[config.mk]
export PLATFORM = sky130hd
export DESIGN_NAME = vga_scanout
export DESIGN_NICKNAME = d
export VERILOG_FILES = /design/src/rtl/vga_pkg.sv /design/src/rtl/vga_timing_gen.sv /design/src/rtl/vga_scanout.sv
export SDC_FILE = /design/constraint.sdc
export NUM_CORES = 1
export LEC_CHECK = 0
export BUFFER_PORTS_ARGS = -buffer_cell sky130_fd_sc_hd__buf_2
export CAP_MARGIN = 30
export CELL_PAD_IN_SITES_DETAIL_PLACEMENT = 2
export CELL_PAD_IN_SITES_GLOBAL_PLACEMENT = 2
export CORE_AREA = 2 2 89 91
export DETAILED_ROUTE_END_ITERATION = 7
export DIE_AREA = 0 0 91 93
export PLACE_DENSITY = 0.8
export SLEW_MARGIN = 10
export SYNTH_ARGS = -nofsm -noshare
export SYNTH_HDL_FRONTEND = slang
export SYNTH_HIERARCHICAL = 1
export SYNTH_SLANG_ARGS = --single-unit
[constraint.sdc]
create_clock -name clk -period 1.9 [get_ports clk]
set_input_delay 0.285 -clock clk [delete_from_list [all_inputs] [get_ports clk]]
set_output_delay 0.285 -clock clk [all_outputs]
set_load 0.05 [all_outputs]
[src/rtl/vga_pkg.sv]
`default_nettype none
// +--------------------------------------------------------------------------+
// | vga_pkg : default 640x480@60 timing, pixel layout and sizing helpers      |
// | Revision: 1.0                                                            |
// +--------------------------------------------------------------------------+
package vga_pkg;

    localparam int DEF_H_VISIBLE  = 640;
    localparam int DEF_H_FRONT    = 16;
    localparam int DEF_H_SYNC     = 96;
    localparam int DEF_H_BACK     = 48;
    localparam int DEF_V_VISIBLE  = 480;
    localparam int DEF_V_FRONT    = 10;
    localparam int DEF_V_SYNC     = 2;
    localparam int DEF_V_BACK     = 33;
    localparam int DEF_COLOR_W    = 4;
    localparam int DEF_RD_LATENCY = 2;

    // Same {r,g,b} ordering, red in the MSBs, as the frame-store words.
    typedef struct packed {
        logic [DEF_COLOR_W-1:0] r;
        logic [DEF_COLOR_W-1:0] g;
        logic [DEF_COLOR_W-1:0] b;
    } pixel_t;

    function automatic int line_total(input int vis, input int fp, input int sync, input int bp);
        return vis + fp + sync + bp;
    endfunction

    function automatic int cnt_width(input int n);
        return (n <= 2) ? 1 : $clog2(n);
    endfunction

endpackage
`default_nettype wire

[src/rtl/vga_timing_gen.sv]
`default_nettype none
// +--------------------------------------------------------------------------+
// | vga_timing_gen : h/v counters and registered counter-stage flags         |
// | Revision: 1.0                                                            |
// +--------------------------------------------------------------------------+
module vga_timing_gen
    import vga_pkg::*;
#(
    parameter int H_VISIBLE = DEF_H_VISIBLE,
    parameter int H_FRONT   = DEF_H_FRONT,
    parameter int H_SYNC    = DEF_H_SYNC,
    parameter int H_BACK    = DEF_H_BACK,
    parameter int V_VISIBLE = DEF_V_VISIBLE,
    parameter int V_FRONT   = DEF_V_FRONT,
    parameter int V_SYNC    = DEF_V_SYNC,
    parameter int V_BACK    = DEF_V_BACK
) (
    input  logic                         clk,
    input  logic                         rst_n,
    output logic                         active,
    output logic [$clog2(H_VISIBLE)-1:0] x,
    output logic [$clog2(V_VISIBLE)-1:0] y,
    output logic                         hs,
    output logic                         vs,
    output logic                         frame_start,
    output logic                         swap_pt
);

    localparam int H_TOTAL  = line_total(H_VISIBLE, H_FRONT, H_SYNC, H_BACK);
    localparam int V_TOTAL  = line_total(V_VISIBLE, V_FRONT, V_SYNC, V_BACK);
    localparam int HW       = cnt_width(H_TOTAL);
    localparam int VW       = cnt_width(V_TOTAL);
    localparam int XW       = $clog2(H_VISIBLE);
    localparam int YW       = $clog2(V_VISIBLE);
    localparam int HS_START = H_VISIBLE + H_FRONT;
    localparam int HS_END   = H_VISIBLE + H_FRONT + H_SYNC;
    localparam int VS_START = V_VISIBLE + V_FRONT;
    localparam int VS_END   = V_VISIBLE + V_FRONT + V_SYNC;

    // Counters hold the position presented next; every stage flag is a flop
    // loaded from them, so the first cycle after reset release shows (0,0).
    logic [HW-1:0] h_cnt;
    logic [VW-1:0] v_cnt;
    logic          vis;

    assign vis = (int'(h_cnt) < H_VISIBLE) && (int'(v_cnt) < V_VISIBLE);

    always_ff @(posedge clk or negedge rst_n) begin
        if (!rst_n) begin
            h_cnt       <= '0;
            v_cnt       <= '0;
            active      <= 1'b0;
            x           <= '0;
            y           <= '0;
            hs          <= 1'b0;
            vs          <= 1'b0;
            frame_start <= 1'b0;
            swap_pt     <= 1'b0;
        end else begin
            active      <= vis;
            x           <= vis ? h_cnt[XW-1:0] : '0;
            y           <= vis ? v_cnt[YW-1:0] : '0;
            hs          <= (int'(h_cnt) >= HS_START) && (int'(h_cnt) < HS_END);
            vs          <= (int'(v_cnt) >= VS_START) && (int'(v_cnt) < VS_END);
            frame_start <= (h_cnt == '0) && (v_cnt == '0);
            swap_pt     <= (h_cnt == '0) && (int'(v_cnt) == V_VISIBLE);
            if (int'(h_cnt) == H_TOTAL - 1) begin
                h_cnt <= '0;
                v_cnt <= (int'(v_cnt) == V_TOTAL - 1) ? '0 : v_cnt + 1'b1;
            end else begin
                h_cnt <= h_cnt + 1'b1;
            end
        end
    end

endmodule
`default_nettype wire

[src/rtl/vga_scanout.sv]
`default_nettype none
// +--------------------------------------------------------------------------+
// | vga_scanout : VGA timing, frame-store fetch, double-buffer swap at vblank |
// | Option macro VGA_SCANOUT_TEST_PATTERN_EN adds test_en colour bars.        |
// | Revision: 1.0                                                            |
// +--------------------------------------------------------------------------+
module vga_scanout
    import vga_pkg::*;
#(
    parameter int H_VISIBLE  = DEF_H_VISIBLE,
    parameter int H_FRONT    = DEF_H_FRONT,
    parameter int H_SYNC     = DEF_H_SYNC,
    parameter int H_BACK     = DEF_H_BACK,
    parameter int V_VISIBLE  = DEF_V_VISIBLE,
    parameter int V_FRONT    = DEF_V_FRONT,
    parameter int V_SYNC     = DEF_V_SYNC,
    parameter int V_BACK     = DEF_V_BACK,
    parameter bit HSYNC_POL  = 1'b0,
    parameter bit VSYNC_POL  = 1'b0,
    parameter int COLOR_W    = DEF_COLOR_W,
    parameter int RD_LATENCY = DEF_RD_LATENCY
) (
    input  logic                         clk,
    input  logic                         rst_n,
`ifdef VGA_SCANOUT_TEST_PATTERN_EN
    input  logic                         test_en,
`endif
    output logic                         rd_en,
    output logic [$clog2(H_VISIBLE)-1:0] rd_x,
    output logic [$clog2(V_VISIBLE)-1:0] rd_y,
    output logic                         rd_buf,
    input  logic [3*COLOR_W-1:0]         rd_data,
    input  logic                         swap_req,
    output logic                         swap_ack,
    output logic                         front_sel,
    output logic                         frame_start,
    output logic                         hsync,
    output logic                         vsync,
    output logic                         de,
    output logic [COLOR_W-1:0]           red,
    output logic [COLOR_W-1:0]           green,
    output logic [COLOR_W-1:0]           blue
);

    localparam int XW = $clog2(H_VISIBLE);
`ifdef VGA_SCANOUT_TEST_PATTERN_EN
    localparam int DW    = 3 + XW;
    localparam int BAR_W = (H_VISIBLE / 8 > 0) ? H_VISIBLE / 8 : 1;
`else
    localparam int DW    = 3;
`endif

    logic          st_hs;
    logic          st_vs;
    logic          swap_pt;
    logic [DW-1:0] stage_flags;
    logic [DW-1:0] dly [RD_LATENCY];
    logic [DW-1:0] tail;
    logic          d_act;
    logic          d_hs;
    logic          d_vs;
    logic [3*COLOR_W-1:0] pix;

    vga_timing_gen #(
        .H_VISIBLE (H_VISIBLE),
        .H_FRONT   (H_FRONT),
        .H_SYNC    (H_SYNC),
        .H_BACK    (H_BACK),
        .V_VISIBLE (V_VISIBLE),
        .V_FRONT   (V_FRONT),
        .V_SYNC    (V_SYNC),
        .V_BACK    (V_BACK)
    ) u_timing (
        .clk         (clk),
        .rst_n       (rst_n),
        .active      (rd_en),
        .x           (rd_x),
        .y           (rd_y),
        .hs          (st_hs),
        .vs          (st_vs),
        .frame_start (frame_start),
        .swap_pt     (swap_pt)
    );

`ifdef VGA_SCANOUT_TEST_PATTERN_EN
    assign stage_flags = {rd_en, st_hs, st_vs, rd_x};
`else
    assign stage_flags = {rd_en, st_hs, st_vs};
`endif

    // Flags travel alongside the frame-store read so sync, de and colour
    // all land on the pins in the same cycle.
    always_ff @(posedge clk or negedge rst_n) begin
        if (!rst_n) begin
            for (int i = 0; i < RD_LATENCY; i++) dly[i] <= '0;
        end else begin
            dly[0] <= stage_flags;
            for (int i = 1; i < RD_LATENCY; i++) dly[i] <= dly[i-1];
        end
    end

    assign tail  = dly[RD_LATENCY-1];
    assign d_act = tail[DW-1];
    assign d_hs  = tail[DW-2];
    assign d_vs  = tail[DW-3];

`ifdef VGA_SCANOUT_TEST_PATTERN_EN
    logic [XW-1:0] d_x;
    logic [2:0]    bar;
    int            bar_idx;

    assign d_x = tail[XW-1:0];

    always_comb begin
        bar_idx = int'(d_x) / BAR_W;
        if (bar_idx > 7) bar_idx = 7;
        bar = 3'(bar_idx);
        pix = test_en ? {{COLOR_W{bar[2]}}, {COLOR_W{bar[1]}}, {COLOR_W{bar[0]}}} : rd_data;
    end
`else
    assign pix = rd_data;
`endif

    always_ff @(posedge clk or negedge rst_n) begin
        if (!rst_n) begin
            hsync <= ~HSYNC_POL;
            vsync <= ~VSYNC_POL;
            de    <= 1'b0;
            red   <= '0;
            green <= '0;
            blue  <= '0;
        end else begin
            hsync <= d_hs ? HSYNC_POL : ~HSYNC_POL;
            vsync <= d_vs ? VSYNC_POL : ~VSYNC_POL;
            de    <= d_act;
            {red, green, blue} <= d_act ? pix : '0;
        end
    end

    // The swap point sits in vertical blank, so the buffer never changes
    // while visible lines are being fetched.
    always_ff @(posedge clk or negedge rst_n) begin
        if (!rst_n) begin
            front_sel <= 1'b0;
            swap_ack  <= 1'b0;
        end else begin
            swap_ack <= swap_pt && swap_req;
            if (swap_pt && swap_req) front_sel <= ~front_sel;
        end
    end

    assign rd_buf = front_sel;

endmodule
`default_nettype wire
; Yosys cells after proc, flatten, opt, wreduce, memory -nomap -nowiden
; Cells that the tools add are included.
[word_totals]
mem_bits_rw = 0
register_bits = 67
out_inout_bits = 39
word_cells = 46
romBits = 0
latchBits = 0
memories = 0
[op_classes]
reduce_logical = 8
muxes = 7
n_shift = 0
n_eq_ne = 3
n_bitwise = 1
n_div = 0
order_cmp = 6
add_sub_neg = 2
multipliers = 0
[op_table]
columns = operator, count
row1 = two-way mux 10 bit, 3
row2 = adder 10 x 1 -> 10 bit (second input constant), 2
row3 = equality test 10 bit (second input constant), 2
row4 = logical NOT 10 bit, 2
row5 = < comparator 10 bit (second input constant), 2
row6 = < comparator 10 x 9 -> 1 bit (second input constant), 2
row7 = two-way mux 12 bit, 1
row8 = equality test 10 x 9 -> 1 bit (second input constant), 1
row9 = greater-or-equal comparator 10 bit (second input constant), 1
row10 = greater-or-equal comparator 10 x 9 -> 1 bit (second input constant), 1
row11 = two-way mux 9 bit, 1
row12 = logical AND 1 bit, 6
row13 = two-way mux 1 bit, 2
row14 = inverter 1 bit, 1

; Depth between registers and ports, before layout
[logic_depth]
word_depth = 3
mapped_depth = 6
mapped_depth_nobuf = 6

; By module
; The synthesis kept the hierarchy.
[modules_own_cells]
columns = mod, n_inst, area_per_inst_um2, cells_per_inst, seq_area_each_um2
row1 = vga_timing_gen, 1, 1945.6, 168, 1101.1
row2 = vga_scanout, 1, 715.7, 41, 578.1

; Worst setup path before layout
; No wires, ideal clock.
[synth_path]
path_type = register to register
start = register u_timing.h_cnt[0]
end = register u_timing.v_cnt[8]
setup_ps = 125
required_ps = 1775
stages_incl_launch_ff = 6
setup_slack_ps = 243
arrival_ps = 1533
cell_sequence = dfrtp_1 -> ha_1 -> and4_4 -> nand4_4 -> nor3_1 -> mux2_2
[synth_via]
elab_chain_len = 1
[synth_rtl]
columns = element, line
row1 = start: declaration, vga_timing_gen.sv:42  ; logic [HW-1:0] h_cnt;
row2 = start signal: assignment, vga_timing_gen.sv:71  ; h_cnt <= h_cnt + 1'b1;
row3 = equality test 10 x 9 -> 1 bit, vga_timing_gen.sv:67  ; if (int'(h_cnt) == H_TOTAL - 1) begin
row4 = end signal: assignment, vga_timing_gen.sv:69  ; v_cnt <= (int'(v_cnt) == V_TOTAL - 1) ? '0 : v_cnt + 1'b1;
row5 = end: declaration, vga_timing_gen.sv:43  ; logic [VW-1:0] v_cnt;
; No other way between the ends.
; A chain may end at the register's enable or synchronous reset.

; Final worst setup path
; Same ends and word-level chain as after synthesis.

==> qor.txt <==
pin count of the biggest net entering global routing - 35
CTS Buf Count - 9
register area share after synthesis - 63.1%
Placed Area - 3070 um^2
Yosys warning total - 6
Crit-path slowest cell - dfrtp_1
CTS tree - done
CTS Root Cell - clkbuf_8
share of cells above drive strength 1 - 38.3%
area of the multi-input gates - 850 um^2
total power - 0.00273 W
WP data arrival - 1.97 ns
clk_skew - 0.0111 ns
routed via count - 1834
cell count after synthesis - 209
Post-DRT Antenna Nets - 0
Slew HR - 54.2%
Final min period - 1.75 ns
Die Span X - 91 um
Setup crit end kind - flip-flop
Final #Nets - 296
# DRC - 0
storage element area - 1680 um^2
DR WL/cell - 16.8 um
vias in the first global route - 2020
Syn Area/Cell - 12.7 um^2
Distinct cells, synth - 43
DRT Pass-1 Iters - 4
clock sink count - 67
setup TNS - 0 ns
final slew viol count - 0
Worst-Skew Late Latency - 0.33 ns
Fin. Hold Viols - 0
Post-Route WL - 6460 um
Via density - 4.78
antenna cells - 0
leading cell type in the layout, fill and taps excluded - dfrtp_1
FP Rows - 32
commonest non-fill, non-tap cells in the layout - dfrtp_1 (65), buf_2 (53), and2_1 (18), buf_4 (14)
R2R Path End - u_timing/v_cnt[8]$_DFFE_PN0N_
Max-Cap Viols - 0
die height - 93 um
CP required - 2.12 ns
status - complete, no violations
Worst R2R Start - u_timing/h_cnt[0]$_DFF_PN0_
RSZ-0062 raised after global routing - false
Worst Hold Launch - rd_data[7]
crit-path cells - ha_1 -> and4_4 -> nand4_4 -> nor3_1 -> mux2_2
H-tree level count - 3
syn_nets - 228
CP Max Fanout - 5
period utilization - 91.9%
startpoint types - flip-flop
Overall Global Routing Usage - 16.5%
mapped cell area - 2660 um^2
R2R setup slack - 0.15 ns
I/O pins - 54
r2r worst-path depth - 5
filler cell count - 822
WP buf/inv - 0
initial core utilization - 35.4%
GR peak layer - met2
dpl hpwl - 4740 um
Final GP Congestion - 0.816
Core Footprint - 7530 um^2
met2 usage - 27.0%
max frequency - 573 MHz
PortBufs - 53
design area - 3270 um^2
Peak VDD IR - 346 uV
Hold EP - green[3]$_DFF_PN0_
full die area - 8460 um^2
Worst Max-Slew Pin Slew - 0.684 ns
GRT met3 Usage - 5.24%
Area Growth Syn to Fin - 23.0%
static leakage - 1.63 nW
Top delay family on crit path - simple AND/OR/NAND/NOR gates
Hold Crit Class - primary input to flip-flop
initial antenna violation count - 0
clock slew at reported path FFs - 0.08 ns
post-CTS setup buffers - 0
met1 GRT Util - 21.0%
# setup viols final - 0
Setup Crit Path Kind - flip-flop to flip-flop
register bit total from synthesis - 67
drt first-iter violations - 82
GRT overflow - 0
Slowest Stage Delay on Critical Path - 0.41 ns
first-pass GRT wire length - 10700 um
worst hold slack - 0.173 ns
pwr/cell area - 833 nW/um^2
Bufs on Longest Clock Path - 2
WHS Path Cells - 2
## repair_timing
action	4_1_cts	5_1_grt
resized for setup	0	0
hold buffers	1	0
endpoints found under the hold margin	16	0
## registers in the layout (all words and copies together) (netlist names)
| name | count |
|---|---|
| u_timing/h_cnt | 10 |
| u_timing/v_cnt | 10 |
| u_timing/x | 10 |
| u_timing/y | 9 |
| blue | 4 |
| green | 4 |
| red | 4 |
| dly | 3 |
| tail | 3 |
| de | 1 |
| front_sel | 1 |
| hsync | 1 |
| swap_ack | 1 |
| u_timing/active | 1 |
| u_timing/frame_start | 1 |
| u_timing/hs | 1 |
| u_timing/swap_pt | 1 |
| u_timing/vs | 1 |
| vsync | 1 |
## how the worst max path moves through the flow
stage | from | slack (ns) | cells past startpoint | end
detailed placement | u_timing/h_cnt[0]$_DFF_PN0_ | 0.16 | 5 | u_timing/v_cnt[2]$_DFFE_PN0N_
finish | u_timing/h_cnt[0]$_DFF_PN0_ | 0.15 | 5 | u_timing/v_cnt[8]$_DFFE_PN0N_
CTS | u_timing/h_cnt[0]$_DFF_PN0_ | 0.14 | 5 | u_timing/v_cnt[2]$_DFFE_PN0N_
floorplan | u_timing/h_cnt[0]$_DFF_PN0_ | 0.24 | 5 | u_timing/v_cnt[8]$_DFFE_PN0N_
global route | u_timing/h_cnt[7]$_DFF_PN0_ | 0.04 | 4 | u_timing/x[2]$_DFF_PN0_
global placement | u_timing/h_cnt[0]$_DFF_PN0_ | 0.24 | 5 | u_timing/v_cnt[4]$_DFFE_PN0N_
## metrics by stage
stage	util (%)	setup slack, ns	cells
final	43.5	0.153	384
after global routing	43.5	0.0392	384
after CTS	43.5	0.139	384
after detailed placement	40.8	0.162	367
after global placement	40.8	0.237	367
after floorplan	-	0.243	209
## layer usage
metal / part of all wire, % / wire length, um
met2: 48 / 3080
met3: 5.3 / 340
met1: 46 / 2960
met4: 1.2 / 79
met5: 0 / 0
## cell families after synthesis
kind of cell,after synthesis,synth area share [%]
AND/OR/NAND/NOR,94,22.5
adder cells (fa/ha/maj),4,1.88
buffers and inverters,18,4.98
AO/OA/AOI/OAI,15,3.29
flip-flops,67,63.1
XOR/XNOR,9,3.24
multiplexers,2,0.987
## final cells by class
| cell class | instances | area share (%) |
|---|---|---|
| Clock buffer | 10 | 3.90 |
| Clock inverter | 6 | 2.06 |
| Inverter | 6 | 0.688 |
| Multi-Input combinational cell | 124 | 25.9 |
| Sequential cell | 67 | 51.3 |
| Tap cell | 102 | 3.90 |
| Timing Repair Buffer | 69 | 12.2 |
## power breakdown
group          internal, W  total (W)  switching (W)
combinational    0.0000341   0.000122      0.0000876
clock             0.000608    0.00116       0.000556
sequential         0.00144    0.00144     0.00000279
## Yosys cell counts
| master | instances | area share, % |
|---|---|---|
| and2_4 | 1 | 0.33 |
| buf_2 | 1 | 0.19 |
| nor3_1 | 9 | 1.7 |
| nand4_4 | 1 | 0.80 |
| nor4b_2 | 1 | 0.56 |
| nand3_1 | 7 | 1.3 |
| buf_4 | 4 | 1.1 |
| nand4_1 | 3 | 0.71 |
| nor4_1 | 6 | 1.4 |
| and3_1 | 3 | 0.71 |
| clkbuf_1 | 1 | 0.14 |
| xnor2_1 | 3 | 0.99 |
| and3_2 | 2 | 0.56 |
| nor3_4 | 1 | 0.61 |
| dfstp_2 | 2 | 2.0 |
| mux2_2 | 1 | 0.42 |
| and2_2 | 10 | 2.8 |
| a21o_1 | 2 | 0.56 |
| nand2_4 | 1 | 0.42 |
| nor3b_2 | 1 | 0.47 |
| inv_1 | 6 | 0.85 |
| nor2_1 | 10 | 1.4 |
| and2_1 | 18 | 4.2 |
| ha_1 | 4 | 1.9 |
| dfrtp_1 | 65 | 61 |
| nand2_1 | 10 | 1.4 |
| o22ai_1 | 1 | 0.24 |
| or3_1 | 1 | 0.24 |
| a21oi_1 | 2 | 0.38 |
| mux2_4 | 1 | 0.56 |
| buf_6 | 5 | 2.1 |
| xor2_1 | 5 | 1.6 |
| nor4b_1 | 1 | 0.33 |
| and4_4 | 2 | 0.85 |
| xor2_2 | 1 | 0.61 |
| o31ai_1 | 1 | 0.28 |
| nand3b_1 | 2 | 0.56 |
| nor3b_1 | 3 | 0.85 |
| o21ai_0 | 6 | 1.1 |
| o21ai_1 | 2 | 0.38 |
| a22o_1 | 1 | 0.33 |
| buf_8 | 1 | 0.56 |
| nand2b_1 | 1 | 0.24 |
(Power assumes the default switching activity.)
